===== src/rtl/fetch_queue.sv =====
// fetch_queue: decoupling FIFO between fetch and decode.
// Holds {pc, instruction, kanata id} triples in program order, stalls fetch
// when full, and discards everything on a branch redirect (flush).
module fetch_queue #(
    parameter  int DEPTH = 4,
    localparam int PTR_W = $clog2(DEPTH)
) (
    input  logic             clk_i,
    input  logic             rst_i,
    // fetch side
    input  logic             valid_i,
    input  logic [31:0]      pc_i,
    input  logic [31:0]      instr_i,
    input  logic [31:0]      kanata_id_i,
    input  logic             flush_i,
    output logic             stall_o,
    // decode side
    output logic             valid_o,
    output logic [31:0]      pc_o,
    output logic [31:0]      instr_o,
    output logic [31:0]      kanata_id_o,
    input  logic             ready_i,
    // status
    output logic [PTR_W:0]   count_o,
    output logic [31:0]      flush_drops_o
);

    typedef logic [31:0] instruction_t;

    typedef struct packed {
        logic [31:0]  pc;
        instruction_t instr;
        logic [31:0]  kanata_id;
    } entry_t;

    localparam logic [PTR_W:0] FULL_COUNT = (PTR_W + 1)'(DEPTH);

    entry_t           mem_q [DEPTH];
    logic [PTR_W-1:0] wr_ptr_q, wr_ptr_d;
    logic [PTR_W-1:0] rd_ptr_q, rd_ptr_d;
    logic [PTR_W:0]   count_q, count_d;
    logic [31:0]      flush_drops_q, flush_drops_d;

    logic full, empty, enq, deq;
    logic [32:0] drops_sum;

    // Handshake qualification and next-state computation.
    // NOTE: every always_comb output gets a default first so no latch is inferred.
    always_comb begin
        full  = (count_q == FULL_COUNT);
        empty = (count_q == '0);
        // A flush suppresses both the incoming instruction and the pop.
        enq   = valid_i & ~full & ~flush_i;
        deq   = ~empty & ready_i & ~flush_i;

        wr_ptr_d      = wr_ptr_q;
        rd_ptr_d      = rd_ptr_q;
        count_d       = count_q;
        flush_drops_d = flush_drops_q;
        drops_sum     = {1'b0, flush_drops_q} + 33'(count_q);

        if (flush_i) begin
            wr_ptr_d      = '0;
            rd_ptr_d      = '0;
            count_d       = '0;
            flush_drops_d = drops_sum[32] ? '1 : drops_sum[31:0];
        end else begin
            if (enq) wr_ptr_d = wr_ptr_q + PTR_W'(1);
            if (deq) rd_ptr_d = rd_ptr_q + PTR_W'(1);
            if (enq && !deq)      count_d = count_q + (PTR_W + 1)'(1);
            else if (deq && !enq) count_d = count_q - (PTR_W + 1)'(1);
        end
    end

    // Control state update; reset outranks flush and handshakes.
    // NOTE: sequential state uses non-blocking assignments so every flop samples pre-edge values.
    always_ff @(posedge clk_i) begin
        if (rst_i) begin
            wr_ptr_q      <= '0;
            rd_ptr_q      <= '0;
            count_q       <= '0;
            flush_drops_q <= '0;
        end else begin
            wr_ptr_q      <= wr_ptr_d;
            rd_ptr_q      <= rd_ptr_d;
            count_q       <= count_d;
            flush_drops_q <= flush_drops_d;
        end
    end

    // Entry storage write at the tail.
    // NOTE: storage is deliberately not reset; valid_o masks stale entries, and a reset-free array maps onto RAM.
    always_ff @(posedge clk_i) begin
        if (!rst_i && enq) begin
            mem_q[wr_ptr_q] <= '{pc: pc_i, instr: instr_i, kanata_id: kanata_id_i};
        end
    end

    // Head presentation; outputs read zero while the queue is empty.
    always_comb begin
        stall_o       = full;
        valid_o       = ~empty;
        count_o       = count_q;
        flush_drops_o = flush_drops_q;
        pc_o          = '0;
        instr_o       = '0;
        kanata_id_o   = '0;
        if (!empty) begin
            pc_o        = mem_q[rd_ptr_q].pc;
            instr_o     = mem_q[rd_ptr_q].instr;
            kanata_id_o = mem_q[rd_ptr_q].kanata_id;
        end
    end

    // Structural invariants of the queue.
    a_no_enq_full: assert property (@(posedge clk_i) disable iff (rst_i) enq |-> !full);
    a_no_deq_empty: assert property (@(posedge clk_i) disable iff (rst_i) deq |-> !empty);
    a_count_bound: assert property (@(posedge clk_i) disable iff (rst_i) count_q <= FULL_COUNT);
    a_ptr_count: assert property (@(posedge clk_i) disable iff (rst_i)
        full ? (wr_ptr_q == rd_ptr_q)
             : (count_q[PTR_W-1:0] == PTR_W'(wr_ptr_q - rd_ptr_q)));

endmodule

===== config.mk =====
export PLATFORM = sky130hd
export DESIGN_NAME = fetch_queue
export DESIGN_NICKNAME = d
export VERILOG_FILES = /design/src/rtl/fetch_queue.sv
export SDC_FILE = /design/constraint.sdc
export NUM_CORES = 1
export LEC_CHECK = 0
export BUFFER_PORTS_ARGS = -buffer_cell sky130_fd_sc_hd__clkbuf_2
export CORE_MARGIN = 10
export CORE_UTILIZATION = 57
export DETAILED_ROUTE_END_ITERATION = 7
export PLACE_DENSITY = 0.79
export SETUP_SLACK_MARGIN = 0.2
export SLEW_MARGIN = 20
export SYNTH_ARGS = -nofsm -noshare
export SYNTH_HDL_FRONTEND = slang
export SYNTH_SLANG_ARGS = --single-unit

===== constraint.sdc =====
create_clock -name clk_i -period 5.45 [get_ports clk_i]
set_input_delay 0.545 -clock clk_i [delete_from_list [all_inputs] [get_ports clk_i]]
set_output_delay 0.545 -clock clk_i [all_outputs]
set_load 0.05 [all_outputs]

==> summary.txt <==
Outcome
  • Status: finished clean

Power and ir drop
  • Logic gate share of total power: 7.3%
  • P_sw: 0.00157 W
  • Switching share of power: 22.8%
  • Worst VDD drop: 0.000282 V
  • Internal: 0.00531 W
  • Reg power frac: 52.4%
  • Pwr dens: 351 mW/mm2
  • Clock power frac: 40.3%
  • Leakage power: 6.71 nW

Global route
  • Total gr overflow: 0
  • Vias in the first global route: 9491
  • Initial antenna violation count: 4
  • Global Route Usage Sum: 19.5%
  • Largest net degree at the start of global routing: 100
  • First-pass GRT wire length: 55000 um

Floorplan
  • Ports: 234
  • Core area: 0.0288 mm2
  • Initial Util: 58.0%
  • DIE HEIGHT: 191 um
  • Die area: 0.0365 mm2
  • Site Rows: 62
  • Die extent in x: 191 um

Yosys
  • Syn Area/Cell: 19.4 um2
  • Synth warnings: 0
  • Synthesized Nets: 971
  • Post-synth top area share: 69.1%
  • Yosys top cell by area: edfxtp_1
  • Synth Instances: 860
  • Synth Flop Type: edfxtp_1
  • Mapped cell area: 0.0167 mm2
  • Post-synth EDFFs: 384
  • Synth cell types: 51
  • Sequential area share after synthesis: 74.0%
  • Seq cells post-synth: 425
  • Top cells by area, synth: edfxtp_1 (69%), mux4_2 (13%), dfxtp_1 (4.9%), and2_1 (3.8%), a31oi_1 (0.71%)
  • Synth async-reset ratio: 0%

Routing
  • Remaining DRCs: 0
  • TritonRoute pass-1 iters: 5
  • Drt initial violations: 621
  • DR vias: 9013
  • Detail Route Antenna Nets: 0
  • Vias per std cell: 5.91
  • Drt wl/cell: 23.7 um
  • Routed WL: 36100 um

Clock tree
  • Clock transition at path regs: 60 ps
  • # hold bufs at CTS: 0
  • Post-CTS sizing: 0
  • Num Clock Sinks: 425
  • TritonCTS Buffers: 43
  • Htree depth: 2
  • Post-CTS setup buffers: 0
  • Root Buffer: clkbuf_16
  • Clk Latency, worst-skew pair: 530 ps
  • Longest Clk Path Bufs: 3
  • TritonCTS clock tree: done

STA
  • Min cycle time layout: 3540 ps
  • Final Setup Violations: 0
  • Fin. Hold Viols: 0
  • Fin Hold WS: 230 ps
  • Skew final: 11.0 ps
  • Fmax: 282 MHz
  • Slew @ Worst Pin: 1080 ps
  • Max-slew violation count: 0
  • Sum Neg Setup Slack: 0 ps
  • RSZ-0062 raised after global routing: no
  • Relative slew margins: 28.0%
  • Final worst path period share: 65.0%

Worst setup path
  • Critical path class: register to primary output
  • FF-to-FF Start: flush_drops_o[18]
  • Worst path arrival time: 3000 ps
  • Critical Path End Type: primary output
  • Critical Path Start Type: register
  • Crit path required time: 4910 ps
  • Crit path max fanout: 44

Final layout
  • Area grow syn2layout: 17.3%
  • Most common cell after layout, fill and taps aside: edfxtp_1
  • Most frequent cells in the layout: edfxtp_1 (384), clkbuf_2 (233), and2_1 (97)
  • NumNets Final: 1217
  • Finished Core Util: 68.0%
  • Layout cells sized above 1: 36.8%

Hold path
  • Hold Crit Start: pc_i[3]
  • Hold/Removal Path Class: input port to register

Placed design
  • Dpl hpwl: 22300 um
  • Number of port buffers: 233
  • RePlAce Congestion: 0.826

Run
  • Max-Cap Viols: 0
-- area by class of cell --
class	count	area, um2
Sequential cell	425	12400
Fill cell	1834	9200
Multi-Input combinational cell	379	4080
Timing Repair Buffer	246	1280
Clock buffer	55	1140
Tap cell	384	480
Clock inverter	24	193
Inverter	11	41.3
Antenna cell	2	5.00
-- power by group through the flow --
stage               Combinational (W)  Clock, W  Sequential, W
floorplan                    0.000327         0        0.00368
global placement             0.000495         0        0.00367
detailed placement           0.000503         0        0.00367
CTS                          0.000507   0.00282        0.00360
global route                 0.000533   0.00295        0.00360
finish                       0.000502   0.00277        0.00360
-- per-layer routing --
| metal | global-route usage, % | up-vias | part of all wire (%) |
|---|---|---|---|
| li1 | - | 3994 | - |
| met1 | 26.1 | 4615 | 41 |
| met2 | 31.1 | 342 | 49 |
| met3 | 5.56 | 56 | 8.5 |
| met4 | 5.02 | 6 | 1.7 |
| met5 | 0 | - | 0.11 |
-- sequential cells by signal, indices dropped and copies added, names as in the netlist, named ones only --
register,flops
rd_ptr_q,2
wr_ptr_q,2
count_o,3
mem_q,384
flush_drops_o,32
-- worst max-delay path: stages (launching register included) --
cell and delay [ps]:
dfxtp_4 970, buf_4 490, mux4_2 590, and2_1 180, clkbuf_2 230
-- path summary, 6_finish.rpt --
kind / endpoint / slack, ps / depth (start not counted)
setup / recovery: pc_o[14] / 1910 / 4
hold / removal: mem_q[2][67] / 230 / 1
setup reg to reg: flush_drops_o[11] / 2520 / 4
hold reg to reg: wr_ptr_q[1] / 510 / 2
-- per-stage QoR --
stage          total power [W]  area (um2)  setup slack, ps  cells
4_1_cts                0.00693       19600             1790   1524
6_report               0.00688       19600             1910   1526
3_3_place_gp           0.00416       18200             2290   1445
2_1_floorplan          0.00400       16700             1110    860
5_1_grt                0.00709       19600             1660   1525
3_5_place_dp           0.00417       18200             2210   1445
-- cells by family after synthesis --
kind of cell	after synthesis	share of synthesized area, %
flops	425	74.0
simple gates	189	6.95
mux	99	13.1
compound gates	70	2.83
buf+inv	56	1.63
xor+xnor	11	0.577
fa+ha+maj	10	0.840
-- cells in the mapped netlist, drive strengths merged, types with 3 or more instances --
library cell and number:
or3 5, inv 11, nand4 10, nor3 4
nand3 7, nor4 7, and4 3, nand2 15
a21boi 3, a31oi 19, and2 101, mux2i 3
a211oi 7, a21oi 14, a21o 3, xor2 4
or4 15, nor2 16, ha 8, dfxtp 41
buf 17, clkbuf 26, o21ai 4, edfxtp 384
mux4 96, xnor2 7, o31ai 10
Note: power is estimated with default switching activity, not from simulation.
